$ cat config.mk
export PLATFORM = sky130hd
export DESIGN_NAME = sym_sequencer
export DESIGN_NICKNAME = d
export VERILOG_FILES = /design/src/rtl/sym_sequencer_pkg.sv /design/src/rtl/sym_dwell_timer.sv /design/src/rtl/sym_sequencer.sv
export SDC_FILE = /design/constraint.sdc
export NUM_CORES = 1
export LEC_CHECK = 0
export CAP_MARGIN = 5
export CORE_UTILIZATION = 45
export CTS_CLUSTER_DIAMETER = 100
export CTS_CLUSTER_SIZE = 16
export DETAILED_ROUTE_END_ITERATION = 8
export GPL_TIMING_DRIVEN = 0
export PLACE_DENSITY = 0.66
export SYNTH_ARGS = -nofsm -noshare
export SYNTH_HDL_FRONTEND = slang
export SYNTH_SLANG_ARGS = --single-unit
$ cat constraint.sdc
create_clock -name clk -period 3.43 [get_ports clk]
set_input_delay 0.5145 -clock clk [delete_from_list [all_inputs] [get_ports clk]]
set_output_delay 0.5145 -clock clk [all_outputs]
set_load 0.05 [all_outputs]
$ cat src/rtl/sym_sequencer_pkg.sv
`default_nettype none
// ============================================================================
// Module      : sym_sequencer_pkg
// Description : Shared symbol width, blank code and sequencer state encoding.
// Revision    : 1.0 - initial release
// ============================================================================
package sym_sequencer_pkg;

  localparam int CODE_W = 5;

  // Code that renders as an unlit digit on the downstream segment decoder
  localparam logic [CODE_W-1:0] BLANK_CODE = 5'b11111;

  typedef enum logic [0:0] {
    IDLE = 1'b0,
    PLAY = 1'b1
  } state_t;

endpackage
`default_nettype wire

$ cat src/rtl/sym_dwell_timer.sv
`default_nettype none
// ============================================================================
// Module      : sym_dwell_timer
// Description : Auto-reloading down-counter that pulses o_expire on the last
//               cycle of every dwell period of (i_load_val + 1) cycles.
// Revision    : 1.0 - initial release
// ============================================================================
module sym_dwell_timer #(
  parameter int DIV_W = 24
) (
  input  logic             clk,
  input  logic             rst,
  input  logic             i_load,
  input  logic [DIV_W-1:0] i_load_val,
  input  logic             i_enable,
  output logic             o_expire
);

  logic [DIV_W-1:0] r_period;
  logic [DIV_W-1:0] r_cnt;

  // Latch the period on load; while enabled count down and reload at zero
  always_ff @(posedge clk or posedge rst) begin
    if (rst) begin
      r_period <= '0;
      r_cnt    <= '0;
    end else if (i_load) begin
      r_period <= i_load_val;
      r_cnt    <= i_load_val;
    end else if (i_enable) begin
      if (r_cnt == '0) r_cnt <= r_period;
      else             r_cnt <= r_cnt - DIV_W'(1);
    end
  end

  assign o_expire = i_enable && (r_cnt == '0);

endmodule
`default_nettype wire

$ cat src/rtl/sym_sequencer.sv
`default_nettype none
// ============================================================================
// Module      : sym_sequencer
// Description : Message buffer of 5-bit symbol codes played back one symbol
//               per dwell period, with optional looping and abort.
// Revision    : 1.0 - initial release
// ============================================================================
module sym_sequencer
  import sym_sequencer_pkg::*;
#(
  parameter int DEPTH = 16,
  parameter int DIV_W = 24
) (
  input  logic                       clk,
  input  logic                       rst,
  input  logic                       wr_valid,
  output logic                       wr_ready,
  input  logic [CODE_W-1:0]          wr_code,
  input  logic                       clear,
  input  logic                       start,
  input  logic                       stop,
  input  logic                       loop,
  input  logic [DIV_W-1:0]           dwell,
  output logic [CODE_W-1:0]          code,
  output logic                       code_valid,
  output logic                       busy,
  output logic                       done,
  output logic [$clog2(DEPTH):0]     count
);

  localparam int IDX_W = $clog2(DEPTH);
  localparam int CNT_W = IDX_W + 1;

  state_t              r_state;
  state_t              w_state_nxt;
  logic [CNT_W-1:0]    r_count;
  logic [IDX_W-1:0]    r_idx;
  logic                r_done;
  logic                w_done_nxt;
  logic                w_load;
  logic                w_expire;
  logic                w_last;
  logic                w_wr_fire;
  logic [DIV_W-1:0]    w_load_val;
  logic [CODE_W-1:0]   r_buf [DEPTH];

  assign wr_ready   = (r_state == IDLE) && (r_count < CNT_W'(DEPTH));
  assign w_wr_fire  = wr_valid && wr_ready && !clear;
  assign w_last     = ({1'b0, r_idx} == (r_count - CNT_W'(1)));
  // A zero dwell behaves as a one-cycle dwell
  assign w_load_val = (dwell == '0) ? '0 : (dwell - DIV_W'(1));

  sym_dwell_timer #(
    .DIV_W (DIV_W)
  ) u_dwell (
    .clk        (clk),
    .rst        (rst),
    .i_load     (w_load),
    .i_load_val (w_load_val),
    .i_enable   (r_state == PLAY),
    .o_expire   (w_expire)
  );

  // State register
  always_ff @(posedge clk or posedge rst) begin
    if (rst) r_state <= IDLE;
    else     r_state <= w_state_nxt;
  end

  // Next-state decode; stop overrides an end-of-message expiry so no done
  always_comb begin
    w_state_nxt = r_state;
    w_done_nxt  = 1'b0;
    w_load      = 1'b0;
    case (r_state)
      IDLE: begin
        if (start && !stop && (r_count != '0)) begin
          w_state_nxt = PLAY;
          w_load      = 1'b1;
        end
      end
      PLAY: begin
        if (stop) begin
          w_state_nxt = IDLE;
        end else if (w_expire && w_last && !loop) begin
          w_state_nxt = IDLE;
          w_done_nxt  = 1'b1;
        end
      end
      default: w_state_nxt = IDLE;
    endcase
  end

  // Symbol index: advance on expiry, wrap to zero at the end or when idle
  always_ff @(posedge clk or posedge rst) begin
    if (rst) begin
      r_idx <= '0;
    end else if ((r_state != PLAY) || stop) begin
      r_idx <= '0;
    end else if (w_expire) begin
      r_idx <= w_last ? '0 : (r_idx + IDX_W'(1));
    end
  end

  // Fill level: clear wins over a same-cycle write, both only while idle
  always_ff @(posedge clk or posedge rst) begin
    if (rst)                            r_count <= '0;
    else if ((r_state == IDLE) && clear) r_count <= '0;
    else if (w_wr_fire)                 r_count <= r_count + CNT_W'(1);
  end

  // End-of-message pulse, registered so it lines up with the first idle cycle
  always_ff @(posedge clk or posedge rst) begin
    if (rst) r_done <= 1'b0;
    else     r_done <= w_done_nxt;
  end

  // Message storage; contents survive reset and are overwritten in place
  always_ff @(posedge clk) begin
    if (w_wr_fire) r_buf[r_count[IDX_W-1:0]] <= wr_code;
  end

  assign code       = (r_state == PLAY) ? r_buf[r_idx] : BLANK_CODE;
  assign code_valid = (r_state == PLAY);
  assign busy       = (r_state == PLAY);
  assign done       = r_done;
  assign count      = r_count;

endmodule
`default_nettype wire
==> run summary, run 1 <==
most used flip-flop cell after synthesis - edfxtp_1
Net Count, Synth - 610
die height - 126.8 µm
GRT Total Usage - 0.2428
largest net degree at the start of global routing - 33
sequential share of the synthesized area - 0.5539
power density of the placed cells - 640.9 nW/µm²
RSZ-0062 raised after global routing - yes
die area - 16,070 µm²
fmax - 298.5 MHz
Worst Tran Pin Value - 1.244 ns
Max Cap Viol - 0
# diodes - 0
initial antenna violation count - 0
Initial DRC Count - 535
Buf/Inv on CP - 2
CTS root buf - clkbuf_16
clock latency on the worst-skew pair - 0.43 ns
normalized max-slew margin - 0.1631
Synth area leader - edfxtp_1
Post-synth EDFFs - 80
post-DP HPWL - 13,050 µm
vias - 5,266
Final Setup Violations - 0
Syn Area/Cell - 12.39 µm²
crit-path max FO - 10
Worst Hold Class - reg -> reg
Worst Path Arrival - 2.84 ns
Commonest cells post-synth - 80 x edfxtp_1, 59 x dfrtp_1, 38 x nor2_1
CP max-delay cell - mux4_2
clock-pin slew on the worst setup and hold paths - 0.06 ns
Clock Path Buffers - 2
area share of the largest cell type after synthesis - 0.3430
R2R Setup Slk - 0.33 ns
starting density of the core - 0.4607
synthesized flop and latch total - 139
mapped cell area - 7003 µm²
ANT nets after route - 0
CP required - 2.92 ns
CP delay by family, top - multiplexers
status - completed
critical path cell sequence - buf_4 > mux4_2 > mux4_2 > nand2b_1 > dlygate4sd2_1
vias in the first global route - 5,237
GP Congestion - 0.8735
Post-CTS Setup Inserts - 0
CTS sink cnt - 139
top post-synthesis cells by area - edfxtp_1 34%, dfrtp_1 21%, mux4_2 8.0%
Design Area, Final - 8323 µm²
count of hold-fix buffers inserted at cts - 0
Remaining Overflow, GRT - 0
Die X - 126.8 µm
floorplan row count - 45
Core ar. - 15,200 µm²
DRC viols - 0
post-DR vias/cell - 6.314
Fillers - 1,239
leakage - 2.935 nW
first-pass GRT wire length - 29,280 µm
WL/cell - 21.80 µm
count of pins over their slew limit - 0
CTS tree - yes
Layout Cells excl Fill - 834
Final Skew - 0.01097 ns
library cells used by synthesis - 59
DP Cell Count - 803
WL final - 18,190 µm
Worst Setup Path Type - reg -> out
Final nets - 678
Synth Instances - 565
biggest cell delay along the critical path - 0.55 ns
Post-Route Setup TNS - 0 ns
cts bufs inserted - 17
num ports - 50
final count of hold timing violations - 0
top-count cell post-synth - edfxtp_1
critical path capture point type - output pin
Final period util - 0.9768
placed instance area - 7749 µm²
synthesis-to-layout area growth - 18.85%
Crit path top cell by count - mux4_2
H-tree depth - 4
Max VDD drop - 0.3898 mV
Final min period - 3.350 ns
Post-synth ARST share - 0.4245
crit path launch type - flop
Syn. warnings - 0
port bufs - 49
share of cells above drive strength 1 - 0.1378
First-pass DRT Iterations - 5
==> final timing paths <==
path | from | end | cells past startpoint
setup / recovery | r_idx[0]$_DFFE_PP0P_ | code[1] | 5
hold / removal | u_dwell.r_period[22]$_DFFE_PP0P_ | u_dwell.r_period[22]$_DFFE_PP0P_ | 2
setup reg to reg | count[0]$_DFFE_PP0P_ | u_dwell.r_period[8]$_DFFE_PP0P_ | 8
hold reg to reg | u_dwell.r_period[22]$_DFFE_PP0P_ | u_dwell.r_period[22]$_DFFE_PP0P_ | 2
max in group asynchronous | rst | r_idx[0]$_DFFE_PP0P_ | 3
min in group asynchronous | rst | u_dwell.r_period[18]$_DFFE_PP0P_ | 2
==> tightest hold or removal path, stage by stage, from the launching register on <==
cell	delay [ns]
dfrtp_1	0.34
nand2_1	0.05
nand2_1	0.05
==> where the power goes <==
| part | leakage, nW | total [mW] | internal [mW] | switching, mW |
|---|---|---|---|---|
| registers | 1.46 | 2.33 | 2.06 | 0.268 |
| clock network | 0.286 | 1.82 | 1.03 | 0.787 |
| logic | 1.19 | 1.19 | 0.532 | 0.660 |
| total | 2.93 | 5.33 | 3.62 | 1.71 |
==> state kept, by name (all words and copies together) (netlist names) <==
register	flops
u_dwell.r_period	24
r_buf	80
busy	1
done	1
u_dwell.r_cnt	24
r_idx	4
count	5
==> cells by family (layout without fill, tap and decap cells) <==
logic type               count (synthesis)  count (layout)  synth area share
AND/OR/NAND/NOR                        190             190            0.1463
adder cells (fa/ha/maj)                  9               9           0.01608
buffers and inverters                   48             129           0.02966
flip-flops                             139             139            0.5539
XOR/XNOR                                32              32           0.04002
AO/OA/AOI/OAI                          115             115            0.1202
multiplexers                            32              32           0.09380
==> layout make-up <==
type                       count  area, µm²  share of cell area
multi-input combinational    378       2917              0.3504
sequential                   139       3880              0.4662
inverter                      10      37.54            0.004510
timing repair buffer          50      496.7             0.05968
clock buffer                  17      425.4             0.05111
clock inverter                15      155.1             0.01864
buffer                        37      176.4             0.02120
tap                          188      235.2             0.02826
==> layout by cell type, fill, tap and decap left out, drive strengths merged, types with 9 or more instances in the layout <==
cell type | Yosys | final
xnor2 | 20 | 20
ha | 9 | 9
nor4 | 23 | 23
or3 | 9 | 9
nand3 | 14 | 14
o21ai | 19 | 19
or4 | 15 | 15
nor3 | 19 | 19
nor2 | 38 | 38
mux4 | 25 | 25
edfxtp | 80 | 80
a221o | 11 | 11
clkdlybuf4s50 | 0 | 44
xor2 | 12 | 12
clkbuf | 28 | 46
nand2 | 34 | 34
a21oi | 12 | 12
dfrtp | 59 | 59
inv | 9 | 19
nand4 | 9 | 9
o31ai | 13 | 13
a21o | 16 | 16
buf | 10 | 11
nand2b | 9 | 9
o41ai | 10 | 10
==> per-layer routing <==
layer  global-route usage  vias up  share of wire
met5                    0        -              0
met4              0.07913        0          0.015
met3              0.06242       30          0.083
met2               0.3669      234           0.46
met1               0.3437     2651           0.45
li1                     -     2351              -
==> through the flow <==
stage | setup WS [ns] | util | hold slack (ns) | power [mW]
2_1_floorplan | 0.3434 | - | 0.4406 | 3.131
3_3_place_gp | -0.5289 | 0.5084 | 0.4584 | 3.454
3_5_place_dp | -0.5231 | 0.5097 | 0.4579 | 3.514
4_1_cts | 0.02821 | 0.5480 | 0.4735 | 5.320
5_1_grt | -0.03031 | 0.5475 | 0.5021 | 5.572
6_report | 0.07972 | 0.5475 | 0.4699 | 5.334
==> timing repair <==
| action | CTS | global route |
|---|---|---|
| setup endpoints to repair | 5 | 4 |
| endpoints found under the hold margin | 0 | 0 |
| pin swaps | 0 | 0 |
| resized for setup | 15 | 4 |
Power figures use the tool's default switching activity.
==> run 2: changes to the inputs <==
--- a/config.mk
+++ b/config.mk
@@ -7,6 +7,7 @@
 export LEC_CHECK = 0
 export CAP_MARGIN = 5
 export CORE_UTILIZATION = 45
+export CTS_BUF_LIST = sky130_fd_sc_hd__clkbuf_4 sky130_fd_sc_hd__clkbuf_8 sky130_fd_sc_hd__clkbuf_16
 export CTS_CLUSTER_DIAMETER = 100
 export CTS_CLUSTER_SIZE = 16
 export DETAILED_ROUTE_END_ITERATION = 8
==> constraint.sdc (replaced) <==
create_clock -name clk -period 3.9 [get_ports clk]
set_input_delay 0.585 -clock clk [delete_from_list [all_inputs] [get_ports clk]]
set_output_delay 0.585 -clock clk [all_outputs]
set_load 0.05 [all_outputs]
==> run summary, run 2 (synthesized netlist as in run 1, its figures left out) <==
Final period util - 0.9468
critical path cell sequence - clkbuf_1 > buf_4 > mux4_2 > mux4_2 > nand2b_1 > dlygate4sd2_1
# diodes - 0 (unchanged)
placed instance area - 7749 µm² (unchanged)
die height - 126.8 µm (unchanged)
Post-CTS Setup Inserts - 0 (unchanged)
count of hold-fix buffers inserted at cts - 0 (unchanged)
GRT Total Usage - 0.2426 (about the same)
biggest cell delay along the critical path - 0.57 ns (+0.02 ns)
Design Area, Final - 8330 µm² (about the same)
H-tree depth - 4 (unchanged)
Worst Hold Class - reg -> reg
Layout Cells excl Fill - 835 (+0.12%)
CTS sink cnt - 139 (unchanged)
WL/cell - 21.73 µm (-0.33%)
vias - 5,250 (-0.30%)
Final min period - 3.693 ns
max reg flops - 80 (unchanged)
CTS root buf - clkbuf_16
sw frac - 0.3207 (-0.0008066)
crit-path max FO - 10 (unchanged)
Final Skew - 0.005393 ns (-0.005574 ns)
final count of hold timing violations - 0 (unchanged)
critical path capture point type - output pin
clock power share - 0.341 (about the same)
vias in the first global route - 5,238 (+0.019%)
Seq pwr share - 0.436 (about the same)
count of pins over their slew limit - 0 (unchanged)
power density of the placed cells - 562.6 nW/µm² (-12%)
DP Cell Count - 803 (unchanged)
Die X - 126.8 µm (unchanged)
synthesis-to-layout area growth - 18.96% (about the same)
Worst R2R Start - count[0]$_DFFE_PP0P_
status - completed
ANT nets after route - 0 (unchanged)
initial antenna violation count - 0 (unchanged)
Final Setup Violations - 0 (unchanged)
Initial DRC Count - 604 (+13%)
share of cells above drive strength 1 - 0.1298 (-0.007941)
Worst Setup Path Type - reg -> out
Core ar. - 15,200 µm² (unchanged)
WL met1 - 8099 µm (-0.34%)
post-DR vias/cell - 6.287 (-0.42%)
Crit path top cell by count - mux4_2
Buf/Inv on CP - 3 (+1)
die area - 16,070 µm² (unchanged)
Fillers - 1,237 (-0.16%)
R2R Setup Slk - 0.77 ns (+0.44 ns)
Remaining Overflow, GRT - 0 (unchanged)
Gate power share - 0.223 (about the same)
First-pass DRT Iterations - 7 (+2)
Max VDD drop - 0.3435 mV (-12%)
post-CTS sizing - 12 (-3)
CP delay by family, top - buffers and inverters
final design utilization - 0.5480 (about the same)
post-DP HPWL - 13,050 µm (unchanged)
num ports - 50 (unchanged)
Worst Path Arrival - 3.11 ns (+0.27 ns)
fmax - 270.8 MHz
largest net degree at the start of global routing - 33 (unchanged)
crit path launch type - flop
RR Endpoint - u_dwell.r_period[8]$_DFFE_PP0P_
switching power total - 1.503 mW (-12%)
RSZ-0062 raised after global routing - no
first-pass GRT wire length - 29,260 µm (about the same)
clock latency on the worst-skew pair - 0.43 ns (about the same)
commonest cells after routing, fill and taps aside - 80 x edfxtp_1, 59 x dfrtp_1, 44 x clkdlybuf4s50_1
met3 wire length - 1475 µm (-1.8%)
CP required - 3.31 ns (+0.39 ns)
Max Cap Viol - 0 (unchanged)
CTS tree - yes
last element of the critical path - code[3]
Clock Path Buffers - 2 (unchanged)
commonest non-fill, non-tap cell in the layout - edfxtp_1
Critical Path Stages - 6 (+1)
Worst setup startpoint - r_idx[0]$_DFFE_PP0P_
WL final - 18,150 µm (-0.21%)
P_int - 3.184 mW (-12%)
cells on worst reg2reg path - 8 (unchanged)
cts bufs inserted - 17 (unchanged)
CP max-delay cell - mux4_2
leakage - 2.928 nW (-0.21%)
port bufs - 49 (unchanged)
GP Congestion - 0.8735 (unchanged)
Final nets - 679 (+0.15%)
starting density of the core - 0.4607 (unchanged)
Worst Tran Pin Value - 1.233 ns (-0.01124 ns)
DRC viols - 0 (unchanged)
clock-pin slew on the worst setup and hold paths - 0.06 ns (about the same)
floorplan row count - 45 (unchanged)
normalized max-slew margin - 0.1706 (+0.007566)
metal2 WL - 8266 µm (-0.13%)
top sig layer - met4
run 2: cell types whose count changed in the layout (fill, tap and decap cells not counted), sizes merged:
cell	delta
dlygate4sd2	+2
clkbuf	-1
run 2: worst min path at each step:
stage	startpoint	end	slack, ns	depth (start not counted)
final	u_dwell.r_period[22]$_DFFE_PP0P_	u_dwell.r_period[22]$_DFFE_PP0P_	0.47	2
after global routing	u_dwell.r_period[13]$_DFFE_PP0P_	u_dwell.r_period[13]$_DFFE_PP0P_	0.50	2
after CTS	u_dwell.r_period[22]$_DFFE_PP0P_	u_dwell.r_period[22]$_DFFE_PP0P_	0.47	2
after detailed placement	u_dwell.r_period[22]$_DFFE_PP0P_	u_dwell.r_period[22]$_DFFE_PP0P_	0.46	2
after global placement	u_dwell.r_period[3]$_DFFE_PP0P_	u_dwell.r_period[3]$_DFFE_PP0P_	0.46	1
after floorplan	u_dwell.r_period[22]$_DFFE_PP0P_	u_dwell.r_period[22]$_DFFE_PP0P_	0.44	2
run 2: power by group through the flow:
| stage | Combinational, mW | Sequential (mW) | Clock (mW) |
|---|---|---|---|
| floorplan | 0.742 | 2.01 | 0 |
| global placement | 0.993 | 2.04 | 0 |
| detailed placement | 1.03 | 2.06 | 0 |
| CTS | 1.03 | 2.04 | 1.61 |
| global route | 1.15 | 2.08 | 1.67 |
| finish | 1.05 | 2.04 | 1.60 |
run 2: through the flow:
| stage | power, mW | worst slack, ns | hold WS, ns | setup TNS, ns |
|---|---|---|---|---|
| after floorplan | 2.754 | 0.7429 | 0.4406 | 0 |
| after global routing | 4.901 | 0.04056 | 0.5021 | 0 |
| after detailed placement | 3.091 | -0.1236 | 0.4579 | -0.5424 |
| final | 4.687 | 0.2074 | 0.4715 | 0 |
| after CTS | 4.679 | 0.1333 | 0.4735 | 0 |
| after global placement | 3.038 | -0.1294 | 0.4584 | -0.5846 |
run 2: area by class of cell:
cell class	instances	area (µm²)	area share
flip-flops and latches	139	3879	0.4656
repair buffers	50	504.2	0.06053
inverters	10	37.54	0.004506
multi-input cells	378	2917	0.3501
plain buffers	38	177.7	0.02133
clock buffers	17	425.4	0.05107
well taps	188	235.2	0.02824
clock inverters	15	155.1	0.01862
run 2: worst register-to-register path, stage by stage (launching register included):
cell and delay (ns):
dfrtp_1 0.49, inv_1 0.15, ha_1 0.23, or4b_2 0.64, nand3_1 0.25, clkbuf_1 0.49
buf_1 0.55, nand2_1 0.12, o21ai_0 0.11
run 2: routing by layer:
metal | GRT usage | vias up
met5 | 0 | -
met4 | 0.07913 | 0
met3 | 0.06242 | 31
met2 | 0.3669 | 228
met1 | 0.3431 | 2640
li1 | - | 2351
==> run 3: changes to the inputs <==
--- a/config.mk
+++ b/config.mk
@@ -6,12 +6,15 @@
 export NUM_CORES = 1
 export LEC_CHECK = 0
 export CAP_MARGIN = 5
+export CORE_ASPECT_RATIO = 1.75
+export CORE_MARGIN = 2
 export CORE_UTILIZATION = 45
 export CTS_BUF_LIST = sky130_fd_sc_hd__clkbuf_4 sky130_fd_sc_hd__clkbuf_8 sky130_fd_sc_hd__clkbuf_16
 export CTS_CLUSTER_DIAMETER = 100
 export CTS_CLUSTER_SIZE = 16
 export DETAILED_ROUTE_END_ITERATION = 8
 export GPL_TIMING_DRIVEN = 0
+export HOLD_SLACK_MARGIN = 0.06
 export PLACE_DENSITY = 0.66
 export SYNTH_ARGS = -nofsm -noshare
 export SYNTH_HDL_FRONTEND = slang
==> run summary, run 3 (synthesized netlist as in run 1, its figures left out) <==
CP required - 3.31 ns (about the same)
Final min period - 3.590 ns (-0.1024 ns)
biggest cell delay along the critical path - 0.58 ns (about the same)
commonest non-fill, non-tap cell in the layout - edfxtp_1
normalized max-slew margin - 0.3078 (+0.1372)
clock latency on the worst-skew pair - 0.42 ns (about the same)
die area - 16,620 µm² (+3.4%)
post-DP HPWL - 14,120 µm (+8.2%)
cells on worst reg2reg path - 7 (-1)
Remaining Overflow, GRT - 0 (unchanged)
vias - 5,157 (-1.8%)
port bufs - 49 (unchanged)
Initial DRC Count - 302 (-50%)
critical path capture point type - output pin
RSZ-0062 raised after global routing - no
clock-pin slew on the worst setup and hold paths - 0.06 ns (about the same)
crit path launch type - flop
synthesis-to-layout area growth - 19.33%
ANT nets after route - 0 (unchanged)
largest net degree at the start of global routing - 35 (+6.1%)
leakage - 2.940 nW (+0.40%)
share of cells above drive strength 1 - 0.1329 (+0.003091)
commonest cells after routing, fill and taps aside - 80 x edfxtp_1, 59 x dfrtp_1, 44 x clkdlybuf4s50_1
critical path cell sequence - clkbuf_4 > mux4_2 > mux4_2 > nand2b_1 > dlygate4sd2_1
R2R Setup Slk - 0.75 ns (-0.02 ns)
First-pass DRT Iterations - 4 (-3)
GR Layer Usage met3 - 0.04335 (-0.01907)
Final Setup Violations - 0 (unchanged)
DRC viols - 0 (unchanged)
fmax - 278.5 MHz (+2.9%)
vias in the first global route - 5,381 (+2.7%)
WL/cell - 22.64 µm (+4.2%)
first-pass GRT wire length - 29,680 µm (+1.4%)
Max VDD drop - 0.3314 mV (-3.5%)
Worst Path Arrival - 3.01 ns (-0.10 ns)
met1 Resource Use GR - 0.2381 (-0.1050)
Final period util - 0.9206 (-0.02625)
Worst Setup Path Type - reg -> out
count of hold-fix buffers inserted at cts - 0 (unchanged)
GP Congestion - 0.9472 (+8.4%)
floorplan row count - 60 (+33%)
CTS root buf - clkbuf_16
Core ar. - 15,310 µm² (+0.74%)
Worst Tran Pin Value - 1.024 ns (-0.2089 ns)
Crit path top cell by count - mux4_2
cts bufs inserted - 17 (unchanged)
Max Cap Viol - 0 (unchanged)
num ports - 50 (unchanged)
Die X - 98.30 µm (-22%)
# diodes - 0 (unchanged)
max reg flops - 80 (unchanged)
Pwr Total - 4.776 mW (+1.9%)
initial antenna violation count - 0 (unchanged)
busiest grt layer - met2
WL final - 18,860 µm (+3.9%)
hold depth - 1 (-1)
CTS sink cnt - 139 (unchanged)
CP max-delay cell - mux4_2
power density of the placed cells - 571.5 nW/µm² (+1.6%)
Final Skew - 0.009524 ns (+0.004132 ns)
GR Util met2 - 0.4330 (+0.06609)
Post-CTS Setup Inserts - 0 (unchanged)
worst hold slack - 0.4739 ns (+0.002393 ns)
count of pins over their slew limit - 0 (unchanged)
H-tree depth - 4 (unchanged)
die height - 169.0 µm (+33%)
final design utilization - 0.5457 (-0.002314)
Clock Path Buffers - 2 (unchanged)
Worst Hold Class - reg -> reg
CTS tree - yes
crit-path max FO - 10 (unchanged)
starting density of the core - 0.4573 (-0.003387)
post-DR vias/cell - 6.191 (-1.5%)
status - completed
Final nets - 679 (unchanged)
final count of hold timing violations - 0 (unchanged)
GRT Total Usage - 0.2358 (-0.006793)
[run 3: cell count changes in the layout (fill, tap and decap cells not counted), sizes merged]
cell and delta:
buf -1, bufinv +1, clkbuf +2, clkinv -2, clkinvlp +1, inv -1
[run 3: through the flow]
step,area (µm²),worst slack [ns],setup TNS [ns],cells
6_report,8357,0.3098,0,833
3_5_place_dp,7746,-0.1634,-0.6272,801
5_1_grt,8357,0.1674,0,833
2_1_floorplan,7003,0.7429,0,565
3_3_place_gp,7726,-0.1719,-0.7339,800
4_1_cts,8353,0.04439,0,833
[run 3: metal layers]
| layer | vias to the layer above | share of wire |
|---|---|---|
| li1 | 2353 | - |
| met1 | 2598 | 0.34 |
| met2 | 149 | 0.55 |
| met3 | 57 | 0.037 |
| met4 | 0 | 0.073 |
| met5 | - | 0 |
[run 3: path summary, 6_finish.rpt]
kind                                                      start                         endpoint
worst max-delay path                       r_idx[0]$_DFFE_PP0P_                          code[3]
max in group asynchronous                                   rst                   busy$_DFF_PP0_
worst max register to register             count[0]$_DFFE_PP0P_                   busy$_DFF_PP0_
min in group asynchronous                                   rst     u_dwell.r_cnt[2]$_DFFE_PP0P_
worst min-delay path            u_dwell.r_period[3]$_DFFE_PP0P_  u_dwell.r_period[3]$_DFFE_PP0P_
worst min register to register  u_dwell.r_period[3]$_DFFE_PP0P_  u_dwell.r_period[3]$_DFFE_PP0P_
[run 3: area by class of cell]
type | instances | area (µm²)
Buffer | 37 | 173.9
Inverter | 10 | 37.54
Timing Repair Buffer | 51 | 509.2
Multi-Input combinational cell | 378 | 2917
Sequential cell | 139 | 3879
Tap cell | 186 | 232.7
Clock inverter | 14 | 175.2
Fill cell | 1291 | 6958
Clock buffer | 18 | 432.9
[run 3: critical path: cells and delay by family, from the launching register on]
family,cells,cell delay (ns)
buf+inv,2,0.78
simple gates,1,0.17
flops,1,0.55
mux,2,1.08
[run 3: power breakdown]
| group | internal, mW | total [mW] | switching [mW] |
|---|---|---|---|
| clock network | 0.979 | 1.68 | 0.702 |
| logic | 0.469 | 1.05 | 0.577 |
| registers | 1.81 | 2.05 | 0.238 |
| total | 3.26 | 4.78 | 1.52 |
[run 3: repair_timing]
item                                    in CTS  in global routing
endpoints found under the setup margin       5                  5
cloned                                       0                  0
gates resized for setup                     11                  1
